### config.mk
export PLATFORM = sky130hd
export DESIGN_NAME = wash_phase_timer
export DESIGN_NICKNAME = d
export VERILOG_FILES = /design/src/rtl/wash_pkg.sv /design/src/rtl/tick_prescaler.sv /design/src/rtl/wash_phase_timer.sv
export SDC_FILE = /design/constraint.sdc
export NUM_CORES = 1
export LEC_CHECK = 0
export ABC_AREA = 1
export BUFFER_PORTS_ARGS = -buffer_cell sky130_fd_sc_hd__clkbuf_2
export CELL_PAD_IN_SITES_DETAIL_PLACEMENT = 0
export CELL_PAD_IN_SITES_GLOBAL_PLACEMENT = 1
export CORE_UTILIZATION = 40
export DETAILED_ROUTE_END_ITERATION = 16
export GPL_ROUTABILITY_DRIVEN = 1
export GPL_TIMING_DRIVEN = 1
export PLACE_DENSITY = 0.76
export SYNTH_ARGS = -nofsm -noshare
export SYNTH_HDL_FRONTEND = slang
export SYNTH_HIERARCHICAL = 1
export SYNTH_SLANG_ARGS = --single-unit
### constraint.sdc
create_clock -name clk -period 2.6 [get_ports clk]
set_input_delay 0.52 -clock clk [delete_from_list [all_inputs] [get_ports clk]]
set_output_delay 0.52 -clock clk [all_outputs]
set_load 0.005 [all_outputs]
### src/rtl/wash_pkg.sv
// wash_pkg
// Shared definitions for the washing-machine controller and its phase timer.
//   phase_e  : controller phase codes as reported on state_dbg (3 bits)
//   tstate_e : phase-timer states IDLE / RUN / EXPIRED
//   is_timed : true for the phases that carry a duration (WASH, RINSE, SPIN)
package wash_pkg;

  typedef enum logic [2:0] {
    CHECK_DOOR    = 3'd0,
    ADD_WATER     = 3'd1,
    ADD_DETERGENT = 3'd2,
    WASH          = 3'd3,
    RINSE         = 3'd4,
    SPIN          = 3'd5
  } phase_e;

  typedef enum logic [1:0] {
    IDLE    = 2'd0,
    RUN     = 2'd1,
    EXPIRED = 2'd2
  } tstate_e;

  // Codes 6 and 7 are illegal and deliberately fall into the untimed group.
  function automatic logic is_timed(input logic [2:0] code);
    logic timed;
    case (code)
      WASH, RINSE, SPIN: timed = 1'b1;
      default:           timed = 1'b0;
    endcase
    return timed;
  endfunction

endpackage

### src/rtl/tick_prescaler.sv
// tick_prescaler
// Divides the system clock into a one-cycle tick every CLK_DIV enabled cycles.
// The count only advances while enable is high, so a paused timer keeps its
// partial tick instead of losing it.
//   clk    : system clock, rising edge
//   reset  : asynchronous active-high reset
//   clear  : synchronous restart of the count from 0 (wins over enable)
//   enable : advance the count this cycle
//   tick   : high in the enabled cycle whose edge completes a period
module tick_prescaler #(
  parameter int CLK_DIV = 1000
) (
  input  logic clk,
  input  logic reset,
  input  logic clear,
  input  logic enable,
  output logic tick
);

  localparam int CW = (CLK_DIV > 1) ? $clog2(CLK_DIV) : 1;
  localparam logic [CW-1:0] LAST = CW'(CLK_DIV - 1);

  logic [CW-1:0] cnt_q;

  assign tick = enable && (cnt_q == LAST);

  // Wraps to 0 on the tick edge so the next period starts cleanly.
  always_ff @(posedge clk or posedge reset) begin
    if (reset) begin
      cnt_q <= '0;
    end else if (clear) begin
      cnt_q <= '0;
    end else if (enable) begin
      if (cnt_q == LAST) cnt_q <= '0;
      else               cnt_q <= cnt_q + CW'(1);
    end
  end

endmodule

### src/rtl/wash_phase_timer.sv
// wash_phase_timer
// Produces the wash/rinse/spin timeout inputs of the washing-machine
// controller. On entry to a timed phase the per-phase duration is loaded and
// counted down on a prescaled tick; the matching timeout is held high while
// the controller stays in that phase.
//   clk, reset      : clock and asynchronous active-high reset
//   state_dbg       : controller phase code (see wash_pkg::phase_e)
//   pause           : freezes prescaler and countdown
//   *_timeout       : duration of the current phase has expired
//   remaining       : ticks left in the current timed phase
//   busy            : countdown in progress
// Optional build macro WASH_TIMER_LOAD_EN adds cfg_we/cfg_sel/cfg_data for
// run-time programmable durations; without it the parameters are used.
module wash_phase_timer
  import wash_pkg::*;
#(
  parameter int CLK_DIV     = 1000,
  parameter int CNT_W       = 16,
  parameter int WASH_TICKS  = 300,
  parameter int RINSE_TICKS = 120,
  parameter int SPIN_TICKS  = 60
) (
  input  logic             clk,
  input  logic             reset,
  input  logic [2:0]       state_dbg,
  input  logic             pause,
  output logic             wash_timeout,
  output logic             rinse_timeout,
  output logic             spin_timeout,
  output logic [CNT_W-1:0] remaining,
  output logic             busy
`ifdef WASH_TIMER_LOAD_EN
  ,
  input  logic             cfg_we,
  input  logic [1:0]       cfg_sel,
  input  logic [CNT_W-1:0] cfg_data
`endif
);

  localparam logic [CNT_W-1:0] WASH_D  = CNT_W'(WASH_TICKS);
  localparam logic [CNT_W-1:0] RINSE_D = CNT_W'(RINSE_TICKS);
  localparam logic [CNT_W-1:0] SPIN_D  = CNT_W'(SPIN_TICKS);

  logic [2:0]       phase_q;
  tstate_e          tstate_q;
  logic [CNT_W-1:0] remaining_q;
  logic             phase_change;
  logic             tick;
  logic [CNT_W-1:0] wash_dur, rinse_dur, spin_dur;
  logic [CNT_W-1:0] load_val;

  assign phase_change = (state_dbg != phase_q);

`ifdef WASH_TIMER_LOAD_EN
  logic [CNT_W-1:0] wash_dur_q, rinse_dur_q, spin_dur_q;

  // A write landing on a load edge is not seen by that load because the
  // load reads the register value from before the edge.
  always_ff @(posedge clk or posedge reset) begin
    if (reset) begin
      wash_dur_q  <= WASH_D;
      rinse_dur_q <= RINSE_D;
      spin_dur_q  <= SPIN_D;
    end else if (cfg_we) begin
      case (cfg_sel)
        2'd0:    wash_dur_q  <= cfg_data;
        2'd1:    rinse_dur_q <= cfg_data;
        2'd2:    spin_dur_q  <= cfg_data;
        default: ;
      endcase
    end
  end

  assign wash_dur  = wash_dur_q;
  assign rinse_dur = rinse_dur_q;
  assign spin_dur  = spin_dur_q;
`else
  assign wash_dur  = WASH_D;
  assign rinse_dur = RINSE_D;
  assign spin_dur  = SPIN_D;
`endif

  always_comb begin
    load_val = '0;
    case (state_dbg)
      WASH:    load_val = wash_dur;
      RINSE:   load_val = rinse_dur;
      SPIN:    load_val = spin_dur;
      default: load_val = '0;
    endcase
  end

  // The prescaler restarts on every phase change and only runs in RUN.
  tick_prescaler #(
    .CLK_DIV(CLK_DIV)
  ) u_prescaler (
    .clk   (clk),
    .reset (reset),
    .clear (phase_change),
    .enable((tstate_q == RUN) && !pause && !phase_change),
    .tick  (tick)
  );

  // Timer FSM: a phase change always wins; otherwise RUN counts down and
  // EXPIRED/IDLE hold. The <=1 test keeps the counter from wrapping at 0.
  always_ff @(posedge clk or posedge reset) begin
    if (reset) begin
      phase_q     <= 3'd0;
      tstate_q    <= IDLE;
      remaining_q <= '0;
    end else begin
      phase_q <= state_dbg;
      if (phase_change) begin
        if (is_timed(state_dbg)) begin
          remaining_q <= load_val;
          tstate_q    <= (load_val == '0) ? EXPIRED : RUN;
        end else begin
          remaining_q <= '0;
          tstate_q    <= IDLE;
        end
      end else if ((tstate_q == RUN) && tick) begin
        if (remaining_q <= CNT_W'(1)) begin
          remaining_q <= '0;
          tstate_q    <= EXPIRED;
        end else begin
          remaining_q <= remaining_q - CNT_W'(1);
        end
      end
    end
  end

  // Qualifying with the live state_dbg drops the timeout in the same cycle
  // the controller leaves, so it cannot leak into the next phase.
  assign wash_timeout  = (tstate_q == EXPIRED) && (phase_q == WASH)  && (state_dbg == WASH);
  assign rinse_timeout = (tstate_q == EXPIRED) && (phase_q == RINSE) && (state_dbg == RINSE);
  assign spin_timeout  = (tstate_q == EXPIRED) && (phase_q == SPIN)  && (state_dbg == SPIN);
  assign remaining     = remaining_q;
  assign busy          = (tstate_q == RUN);

endmodule

After elaboration in Yosys (flattened, before gate mapping)
Cells that the tools add are included.
{"block": "word_totals", "register_bits": 31, "input_bits": 6, "elab_cells": 50, "output_inout_bits": 20}
{"block": "classes", "add_sub_neg": 2, "n_mux": 15, "n_eq_ne": 10, "reduce_logical": 18, "order_cmp": 1}
{"cell": "two-way mux 16 bit", "n": 4}
{"cell": "two-way mux 10 bit", "n": 3}
{"cell": "one-hot mux 9 bit (3 select lines)", "n": 1}
{"cell": "<= comparator 16 x 1 -> 1 bit, second input constant", "n": 1}
{"cell": "logical NOT 16 bit", "n": 1}
{"cell": "subtractor 16 x 1 -> 16 bit, second input constant", "n": 1}
{"cell": "== test 3 bit, second input constant", "n": 4}
{"cell": "adder 10 x 1 -> 10 bit, second input constant", "n": 1}
{"cell": "== test 10 bit, second input constant", "n": 1}
{"cell": "logical AND 1 bit", "n": 10}
{"cell": "two-way mux 2 bit", "n": 5}
{"cell": "== test 3 x 2 -> 1 bit, second input constant", "n": 2}
{"cell": "nonzero test 2 bit", "n": 3}
{"cell": "inequality test 3 bit", "n": 1}
{"cell": "OR reduction 3 bit", "n": 1}
{"cell": "== test 2 x 1 -> 1 bit, second input constant", "n": 1}
{"cell": "== test 2 bit, second input constant", "n": 1}
{"cell": "logical NOT 1 bit", "n": 2}
{"cell": "two-way mux 1 bit", "n": 2}
{"cell": "AND reduction 2 bit", "n": 1}

Logic depth before layout (Yosys ltp)
Gate-level depths: netlist (run 1).
{"block": "logic_depth", "word_depth": 7, "mapped_depth": 14, "ltp_nobuf": 14}

Cells and area by module
Netlist (run 1), hierarchy kept.
{"mod": "wash_phase_timer", "instances": 1, "seq_area_each_um2": 525.5, "cells_per_inst": 202, "area_per_inst_um2": 1398.8}
{"mod": "tick_prescaler", "instances": 1, "seq_area_each_um2": 250.2, "cells_per_inst": 69, "area_per_inst_um2": 576.8}

Least setup slack after synthesis (run 1)
OpenSTA, ideal clock, no wires.
{"block": "synth_timing", "path_type": "input to register", "startpoint": "in state_dbg[0]", "endpoint": "reg remaining_q[12], in the netlist remaining[12]", "required_ps": 2486, "setup_slack_ps": 267, "setup_ps": 114, "cell_stages": 13, "path_buffers": 1, "arrival_ps": 2219, "cell_sequence": "inv_1 > nand2_1 > nand2_1 > nand3_4 > nor3_1 > inv_1 > nor2_1 > nand3_1 > nand4_2 > buf_4 > nand4_1 > nand2_1 > nor2_1"}
{"block": "synth_via", "elab_chain_cells": 6, "word_cells_on_any_way": 7, "classes_between": "eq/ne (1); mux (1); reduce/logical (5)"}
{"item": "start, declared", "line": "wash_phase_timer.sv:25", "source": "input logic [2:0] state_dbg,"}
{"item": "inequality test 3 bit", "line": "wash_phase_timer.sv:52", "source": "assign phase_change = (state_dbg != phase_q);"}
{"item": "named net phase_change", "line": "wash_phase_timer.sv:47", "source": "logic phase_change;"}
{"item": "logical NOT 1 bit", "line": "wash_phase_timer.sv:100", "source": ".enable((tstate_q == RUN) && !pause && !phase_change),"}
{"item": "logical AND 1 bit", "line": "wash_phase_timer.sv:100"}
{"item": "logical AND 1 bit", "line": "tick_prescaler.sv:25", "source": "assign tick = enable && (cnt_q == LAST);"}
{"item": "named net tick", "line": "wash_phase_timer.sv:48", "source": "logic tick;"}
{"item": "logical AND 1 bit", "line": "wash_phase_timer.sv:121", "source": "end else if ((tstate_q == RUN) && tick) begin"}
{"item": "nonzero test 2 bit (no source line)"}
{"item": "end signal, assigned", "line": "wash_phase_timer.sv:115", "source": "remaining_q <= load_val;"}
{"item": "end signal, assigned", "line": "wash_phase_timer.sv:126", "source": "remaining_q <= remaining_q - CNT_W'(1);"}
{"item": "end, declared", "line": "wash_phase_timer.sv:46", "source": "logic [CNT_W-1:0] remaining_q;"}
The timed path passes the listed nets, and every way through them passes these cells.
A chain may end at the register's enable or synchronous reset.

Worst setup path in the final report (run 1)
{"block": "layout_timing", "startpoint": "reg u_prescaler.cnt_q[0]", "endpoint": "reg remaining_q[5], in the netlist remaining[5]"}
{"block": "layout_via", "elab_chain_cells": 4}
{"item": "start, declared", "line": "tick_prescaler.sv:23", "source": "logic [CW-1:0] cnt_q;"}
{"item": "start signal, assigned", "line": "tick_prescaler.sv:35", "source": "else cnt_q <= cnt_q + CW'(1);"}
{"item": "== test 10 bit", "line": "tick_prescaler.sv:25"}
{"item": "logical AND 1 bit", "line": "tick_prescaler.sv:25"}
{"item": "named net tick", "line": "wash_phase_timer.sv:48"}
{"item": "logical AND 1 bit", "line": "wash_phase_timer.sv:121"}
{"item": "nonzero test 2 bit (no source line)"}
The timed path passes the listed nets, and every way through them passes these cells.

==> flow_summary.toml, run 1 <==
[cts]
cts_hold_buffers = 0
clock_sink_total = 31
cts_tree = "built"
cts_max_level = 2
tritoncts.num_buffers = 5
clock-root-buffer = "sky130_fd_sc_hd__clkbuf_8"
cts-resized-gates = 0
cts_setup_buffers = 0
max-clock-path-buffers = 2
worstSkewPairLatency_ps = 290
cts.clk_slew.worst_paths_ps = 70

[setup_path]
timing.critical_path.required_ps = 2810
start_kind = "flip-flop"
critical_path.endpoint_type = "flip-flop"
setup.worst_path.class = "reg -> reg"
cp_max_fanout = 22
slack_of_the_worst_reg_to_reg_path_ps = 360
timing.critical_path.arrival_ps = 2450

[routing]
ant_nets = 0
detail_route.iter0.violations = 71
post_drt_via_cell_ratio = 4.75
number_of_iterations_in_the_first_detailed_routing_pass = 4
post_drt_wl_per_cell_um = 12.5
detail_route.drc_violations = 0
vias = 1764
drt-total-wl_mm = 4.65

[synthesis]
postSynthRegisterBits = 31
syn-num-nets = 280
synth_sequential_area_ratio_pct = 39.3
postSynth.topFlopCell = "sky130_fd_sc_hd__dfrtp_1"
synth_area_um2 = 1980
synthesis.instances = 271
synth-async-reset-ratio_pct = 100
netlist-cell-type-count = 33
avgSynthCellArea_um2 = 7.29
yosys_warnings = 6
synth_enable_flop_cells = 0

[sta]
grt_setup_unrepaired = "false"
maxSlewViolCount = 0
timing_hold_violations_final = 0
max-slew-margin-rel_pct = 41.4
post-route-period-util_pct = 86.2
max_slew.worst_pin.slew_ps = 878
setup_tns_ps = 0
period_needed_ps = 2240
clock-skew-final_ps = 8.18
finalSetupViolCount = 0
clock.fmax_mhz = 446

[min_path]
hp-class = "in -> async"

[cells_and_area]
insertedDiodeCount = 0
multiInputGateArea_um2 = 1010
seq_cell_area_um2 = 776
num-fill-cells = 481
nNetsFinal = 312
layout-drive-gt1-share_pct = 18.8
mostFrequentLayoutCell = "sky130_fd_sc_hd__nand2_1"
fin_util_pct = 49.0
mostFrequentLayoutCells = "sky130_fd_sc_hd__nand2_1 (67), sky130_fd_sc_hd__inv_1 (39), sky130_fd_sc_hd__nor2_1 (35)"
finish.instance_area_um2 = 2310
area_growth_syn_to_layout_pct = 17.1
fin_cells = 371

[floorplanning]
chipHeight_um = 72.3
fp.dieArea_um2 = 5220
ios = 26
core.rowCount = 25
die_width_um = 72.3
initial_utilization_pct = 41.8
core_area_um2 = 4720

[place]
buffer_ports.inserted = 25
finalWeightedCongestion = 0.786
dp.cells = 363
placed_cell_area_um2 = 2180
detailed_place_hpwl_mm = 3.53

[power_and_ir_drop]
total_power_mw = 1.37
maximum_vdd_drop_uv = 380
power.leakage_nw = 1.18
power_dens_cells_nw_per_um2 = 590

[outcome]
status = "finished, final reports clean"

[global_routing]
grt_start_max_net_pins = 23
grt_overflow = 0
antenna_violations_before_repair = 0
grt_util_all_layers_pct = 19.5
via_count_of_the_first_global_routing_pass = 1623
first_pass_grt_wire_length_mm = 7.76

[run]
max-cap-violations = 0
## final timing paths
path                       cells past startpoint                             start                          endpoint
min in group clk                               1                      state_dbg[0]              phase_q[0]$_DFF_PP0_
setup / recovery                              10  u_prescaler/cnt_q[0]$_DFFE_PP0P_          remaining[5]$_DFFE_PP0P_
max in group asynchronous                      2                             reset         remaining[11]$_DFFE_PP0P_
hold reg to reg                                1  u_prescaler/cnt_q[0]$_DFFE_PP0P_  u_prescaler/cnt_q[0]$_DFFE_PP0P_
hold / removal                                 2                             reset  u_prescaler/cnt_q[9]$_DFFE_PP0P_
setup reg to reg                              10  u_prescaler/cnt_q[0]$_DFFE_PP0P_          remaining[5]$_DFFE_PP0P_
## routing by layer
metal,vias up,global-route usage (%),part of all wire [%]
met4,0,5.23,0.90
met3,5,4.44,4.3
li1,929,-,-
met2,40,29.6,44
met5,-,0,0
met1,790,28.1,51
## final cells by class
type / count / area share, %
multi-input cells: 193 / 43.6
flip-flops and latches: 31 / 33.5
inverters: 45 / 7.41
repair buffers: 27 / 6.06
well taps: 67 / 3.62
clock buffers: 6 / 3.14
clock inverters: 2 / 2.60
## synthesized netlist by cell type (2+ instances only)
cell type | count | area share, %
sky130_fd_sc_hd__nor2_4 | 3 | 1.7
sky130_fd_sc_hd__nor3_4 | 2 | 1.6
sky130_fd_sc_hd__ha_1 | 3 | 1.9
sky130_fd_sc_hd__nand2_1 | 67 | 13
sky130_fd_sc_hd__xor2_1 | 6 | 2.7
sky130_fd_sc_hd__nand2_2 | 4 | 1.3
sky130_fd_sc_hd__dfrtp_1 | 31 | 39
sky130_fd_sc_hd__nor2_2 | 2 | 0.63
sky130_fd_sc_hd__inv_1 | 39 | 7.4
sky130_fd_sc_hd__nand3_1 | 24 | 6.1
sky130_fd_sc_hd__a21oi_1 | 11 | 2.8
sky130_fd_sc_hd__inv_2 | 5 | 0.95
sky130_fd_sc_hd__nand4_1 | 12 | 3.8
sky130_fd_sc_hd__nor2_1 | 35 | 6.6
sky130_fd_sc_hd__nor3_1 | 5 | 1.3
sky130_fd_sc_hd__nor4_1 | 2 | 0.63
sky130_fd_sc_hd__o21ai_0 | 4 | 1.0
## critical path, cell delays in order, from the launching register on
cell	delay [ps]
sky130_fd_sc_hd__dfrtp_1	410
sky130_fd_sc_hd__ha_1	220
sky130_fd_sc_hd__nand2_1	180
sky130_fd_sc_hd__nor2_1	60
sky130_fd_sc_hd__nand3_1	110
sky130_fd_sc_hd__nor2_1	50
sky130_fd_sc_hd__nand3_1	120
sky130_fd_sc_hd__nand4_2	500
sky130_fd_sc_hd__nand2_1	250
sky130_fd_sc_hd__inv_1	80
sky130_fd_sc_hd__a21oi_1	180
## metrics by stage
step | hold WS, ps | setup slack, ps
2_1_floorplan | 360 | 267
3_3_place_gp | 493 | 310
3_5_place_dp | 508 | 239
4_1_cts | 204 | 344
5_1_grt | 241 | 110
6_report | 193 | 359
## power by group
part	total [mW]	internal (mW)	switching, mW
clock	0.577	0.383	0.194
sequential	0.531	0.503	0.0273
combinational	0.257	0.0863	0.171
total	1.37	0.973	0.392
## sequential cells by signal, indices dropped and copies added, names as in the netlist
name and flops:
remaining 16, u_prescaler/cnt_q 10, phase_q 3, tstate_q 2
## logic make-up (layout without fill, tap and decap cells)
group / count (synthesis) / in the layout / synth area share [%]
xor+xnor: 8 / 8 / 3.93
simple gates: 162 / 162 / 39.7
flops: 31 / 31 / 39.3
buf+inv: 47 / 80 / 9.63
mux: 1 / 1 / 0.507
compound gates: 19 / 19 / 5.07
fa+ha+maj: 3 / 3 / 1.90
(Power assumes the default switching activity.)
==> run 2: changes to the inputs <==
- CORE_ASPECT_RATIO: not set -> 0.6
- SETUP_SLACK_MARGIN: not set -> 0.1
==> run 2 against run 1 <==
Against the previous run: core utilization down 0.38 points; wire length is 5.5% higher; worst setup slack improved by 22 ps; clock skew is essentially flat; final cell count decreased by 1.1%; critical path depth unchanged; highest routed layer unchanged.
==> flow_summary.toml, run 2 (synthesis results as in run 1) <==
[outcome]
status = "finished, final reports clean"

[cts]
clock_sink_total = 31
cts.clk_slew.worst_paths_ps = 70
cts-resized-gates = 0
cts_hold_buffers = 0
cts_tree = "built"
max-clock-path-buffers = 2
worstSkewPairLatency_ps = 290
cts_setup_buffers = 0
clock-root-buffer = "sky130_fd_sc_hd__clkbuf_8"
cts_max_level = 2
tritoncts.num_buffers = 5

[cells_and_area]
nNetsFinal = 312
num-fill-cells = 521
area_growth_syn_to_layout_pct = 14.6
insertedDiodeCount = 0
mostFrequentLayoutCell = "sky130_fd_sc_hd__nand2_1"
fin_util_pct = 48.6
largest_reg_flops = 16
mostFrequentLayoutCells = "sky130_fd_sc_hd__nand2_1 (67), sky130_fd_sc_hd__inv_1 (39), sky130_fd_sc_hd__nor2_1 (35)"
layout-drive-gt1-share_pct = 19.1

[setup_path]
setup.worst_path.class = "reg -> reg"
timing.critical_path.slowest_cell_delay_ps = 500
critical_path.endpoint_type = "flip-flop"
timing.critical_path.required_ps = 2820
crit_path_cell_trace = "ha_1, nand2_1, nor2_1, nand3_1, nor2_1, nand3_1, nand4_2, nand2_4, inv_2, a21oi_1"
cp_slowest_cell = "sky130_fd_sc_hd__nand4_2"
start_kind = "flip-flop"
cp_max_fanout = 22
timing.critical_path.arrival_ps = 2440

[global_routing]
grt_start_max_net_pins = 23
antenna_violations_before_repair = 0
first_pass_grt_wire_length_mm = 8.07
via_count_of_the_first_global_routing_pass = 1591
grt_overflow = 0
grt_util_all_layers_pct = 20.7

[power_and_ir_drop]
internal-power_uw = 776
power.leakage_nw = 1.16
clock_power_share_pct = 32.9
power_dens_cells_nw_per_um2 = 524
switching_power_uw = 410
maximum_vdd_drop_uv = 241
pwr-share-comb_pct = 22.3
power.sequential.fraction_pct = 44.8
power_switching_share_pct = 34.6

[sta]
post-route-period-util_pct = 85.3
grt_setup_unrepaired = "false"
max_slew.worst_pin.slew_ps = 850
setup_tns_ps = 0
max-slew-margin-rel_pct = 43.3
timing_hold_violations_final = 0
clock.fmax_mhz = 451
maxSlewViolCount = 0
period_needed_ps = 2220
finalSetupViolCount = 0
clock-skew-final_ps = 8.09

[routing]
vias = 1780
number_of_iterations_in_the_first_detailed_routing_pass = 4
detail_route.iter0.violations = 129
drt-total-wl_mm = 4.91
detail_route.drc_violations = 0
ant_nets = 0
post_drt_wl_per_cell_um = 13.4
post_drt_via_cell_ratio = 4.85

[floorplanning]
die_width_um = 92.7
ios = 26
initial_utilization_pct = 42.4
core_area_um2 = 4660
chipHeight_um = 56.4
core.rowCount = 19
fp.dieArea_um2 = 5230

[place]
detailed_place_hpwl_mm = 3.75
finalWeightedCongestion = 0.791
buffer_ports.inserted = 25

[min_path]
hp-class = "in -> async"

[run]
max-cap-violations = 0
## run 2: area by class of cell
class                   instances  area [µm²]  share of cell area (%)
repair buffers                 27         140                    6.19
flip-flops and latches         31         776                    34.3
clock inverters                 3        20.0                   0.884
inverters                      45         171                    7.57
well taps                      63        78.8                    3.48
multi-input cells             193        1010                    44.6
clock buffers                   5        68.8                    3.04
## run 2: metrics by stage
step | worst slack (ps) | area (µm²) | hold WS [ps] | cells | power, mW
6_report | 381 | 2260 | 196 | 367 | 1.19
4_1_cts | 356 | 2260 | 202 | 367 | 1.20
3_5_place_dp | 216 | 2180 | 504 | 359 | 0.801
2_1_floorplan | 267 | 1980 | 360 | 271 | 0.724
3_3_place_gp | 286 | 2180 | 499 | 359 | 0.802
5_1_grt | 125 | 2260 | 223 | 367 | 1.25
## run 2: layer usage
layer	routed length (µm)	GRT usage, %	vias up
met5	0	0	-
met1	2830	35.3	791
met4	72	7.25	0
met3	423	5.42	8
met2	1580	23.1	51
li1	-	-	930
## run 2: power by group through the flow
stage | registers [mW] | logic, mW | clock network (mW)
floorplan | 0.535 | 0.189 | 0
global placement | 0.540 | 0.262 | 0
detailed placement | 0.540 | 0.261 | 0
CTS | 0.531 | 0.263 | 0.402
global route | 0.535 | 0.299 | 0.419
finish | 0.531 | 0.264 | 0.390
## run 2: final timing paths
kind	from	slack, ps	end	cells after the start
worst max-delay path	u_prescaler/cnt_q[0]$_DFFE_PP0P_	380	remaining[9]$_DFFE_PP0P_	10
worst min-delay path	reset	200	u_prescaler/cnt_q[2]$_DFFE_PP0P_	2
worst max register to register	u_prescaler/cnt_q[0]$_DFFE_PP0P_	380	remaining[9]$_DFFE_PP0P_	10
worst min register to register	u_prescaler/cnt_q[0]$_DFFE_PP0P_	520	u_prescaler/cnt_q[0]$_DFFE_PP0P_	1
max in group asynchronous	reset	1680	phase_q[2]$_DFF_PP0_	2
min in group clk	state_dbg[0]	420	phase_q[0]$_DFF_PP0_	1
## run 2: critical path, delay by kind of cell, from the launching register on
kind / cells / cell delay (ps)
compound gates: 1 / 120
flops: 1 / 410
fa+ha+maj: 1 / 220
buf+inv: 1 / 80
simple gates: 7 / 1320
==> run 3: changes to the inputs <==
- CORE_UTILIZATION: 40 -> 28
- PLACE_DENSITY: 0.76 -> 0.56
==> run 3 against run 2 <==
Against the previous run: clock power up 77%; core utilization down 13 points; clock-buffer cell count up 1; via count down 1.9%; clock skew down 2.8 ps; total power up 26%; largest power group is now clock; highest routed layer unchanged.
==> flow_summary.toml, run 3 (synthesis results as in run 1) <==
[outcome]
status = "finished, final reports clean"

[sta]
max_slew.worst_pin.slew_ps = 604
grt_setup_unrepaired = "false"
period_needed_ps = 2240
finalSetupViolCount = 0
post-route-period-util_pct = 86.3
worst_slack_on_hold_paths_ps = 219
timing_hold_violations_final = 0
max-slew-margin-rel_pct = 59.6
maxSlewViolCount = 0
clock-skew-final_ps = 5.33
clock.fmax_mhz = 446
setup_tns_ps = 0

[power_and_ir_drop]
power_switching_share_pct = 28.3
maximum_vdd_drop_uv = 256
power.sequential.fraction_pct = 35.8
power.leakage_nw = 1.21
pwr-share-comb_pct = 17.8
power_dens_cells_nw_per_um2 = 623
switching_power_uw = 421
internal-power_mw = 1.07
clock_power_share_pct = 46.4

[cells_and_area]
mostFrequentLayoutCell = "sky130_fd_sc_hd__nand2_1"
num-fill-cells = 733
area_growth_syn_to_layout_pct = 20.8
largest_reg_flops = 16
layout-drive-gt1-share_pct = 19.3
mostFrequentLayoutCells = "sky130_fd_sc_hd__nand2_1 (67), sky130_fd_sc_hd__inv_1 (39), sky130_fd_sc_hd__nor2_1 (35)"
nNetsFinal = 313
insertedDiodeCount = 0

[setup_path]
timing.critical_path.slowest_cell_delay_ps = 510
crit_path_cell_trace = "ha_1, nand2_1, nor2_1, nand3_1, nor2_1, nand3_1, nand4_2, nand2_4, inv_2, a21oi_1"
critPathTopFamily = "simple AND/OR/NAND/NOR gates"
timing.critical_path.arrival_ps = 2440
critPathBufInv = 1
cp_slowest_cell = "sky130_fd_sc_hd__nand4_2"
cp_max_fanout = 22
critical_path.endpoint_type = "flip-flop"
start_kind = "flip-flop"
timing.critical_path.required_ps = 2800
setup.worst_path.class = "reg -> reg"

[floorplanning]
initial_utilization_pct = 29.3
core.rowCount = 23
die_width_um = 110
core_area_um2 = 6730
fp.dieArea_um2 = 7410
chipHeight_um = 67.1
ios = 26

[place]
finalWeightedCongestion = 0.818
buffer_ports.inserted = 25
detailed_place_hpwl_mm = 4.01

[global_routing]
grt_start_max_net_pins = 23
first_pass_grt_wire_length_mm = 8.49
grt_util_all_layers_pct = 15.1
via_count_of_the_first_global_routing_pass = 1625
antenna_violations_before_repair = 0
grt_overflow = 0

[routing]
detail_route.iter0.violations = 66
detail_route.drc_violations = 0
post_drt_via_cell_ratio = 4.45
number_of_iterations_in_the_first_detailed_routing_pass = 4
ant_nets = 0
vias = 1746
post_drt_wl_per_cell_um = 13.0
drt-total-wl_mm = 5.10

[cts]
cts_hold_buffers = 0
max-clock-path-buffers = 2
cts_max_level = 2
cts_tree = "built"
cts-resized-gates = 0
worstSkewPairLatency_ps = 280
clock_sink_total = 31
clock-root-buffer = "sky130_fd_sc_hd__clkbuf_16"
tritoncts.num_buffers = 5
cts_setup_buffers = 0
cts.clk_slew.worst_paths_ps = 60

[run]
max-cap-violations = 0

[min_path]
hp-class = "in -> async"
[run 3: path summary, 6_finish.rpt]
check	startpoint	slack, ps	endpoint	cells after the start
setup / recovery	u_prescaler/cnt_q[0]$_DFFE_PP0P_	360	remaining[11]$_DFFE_PP0P_	10
hold / removal	reset	220	u_prescaler/cnt_q[3]$_DFFE_PP0P_	2
setup reg to reg	u_prescaler/cnt_q[0]$_DFFE_PP0P_	360	remaining[11]$_DFFE_PP0P_	10
hold reg to reg	u_prescaler/cnt_q[7]$_DFFE_PP0P_	510	u_prescaler/cnt_q[7]$_DFFE_PP0P_	2
max in group asynchronous	reset	2070	phase_q[2]$_DFF_PP0_	3
min in group clk	state_dbg[0]	440	phase_q[0]$_DFF_PP0_	1
[run 3: cell type report]
| class | count | area (µm²) | area share [%] |
|---|---|---|---|
| multi-input combinational | 193 | 1010 | 42.3 |
| sequential | 31 | 776 | 32.5 |
| inverter | 45 | 171 | 7.18 |
| timing repair buffer | 28 | 148 | 6.18 |
| clock buffer | 6 | 139 | 5.82 |
| tap | 87 | 109 | 4.56 |
| clock inverter | 2 | 35.0 | 1.47 |
[run 3: per-layer routing]
metal | routed length [µm] | global-route usage [%]
met1 | 3130 | 24.2
met2 | 1700 | 18.9
met3 | 211 | 3.46
met4 | 59 | 4.50
met5 | 0 | 0
[run 3: power groups by stage]
stage | combinational, mW | sequential, mW | clock [mW]
finish | 0.265 | 0.533 | 0.691
detailed placement | 0.267 | 0.541 | 0
CTS | 0.268 | 0.532 | 0.707
global placement | 0.274 | 0.542 | 0
floorplan | 0.189 | 0.535 | 0
global route | 0.307 | 0.536 | 0.732
[run 3: through the flow]
step	worst slack (ps)	cell area (µm²)	total power [mW]	instances	util, %
finish	356	2390	1.49	392	35.5
global route	165	2390	1.58	392	35.5
CTS	351	2390	1.51	392	35.5
detailed placement	202	2210	0.807	384	32.9
global placement	270	2210	0.816	384	32.9
floorplan	267	1980	0.724	271	-
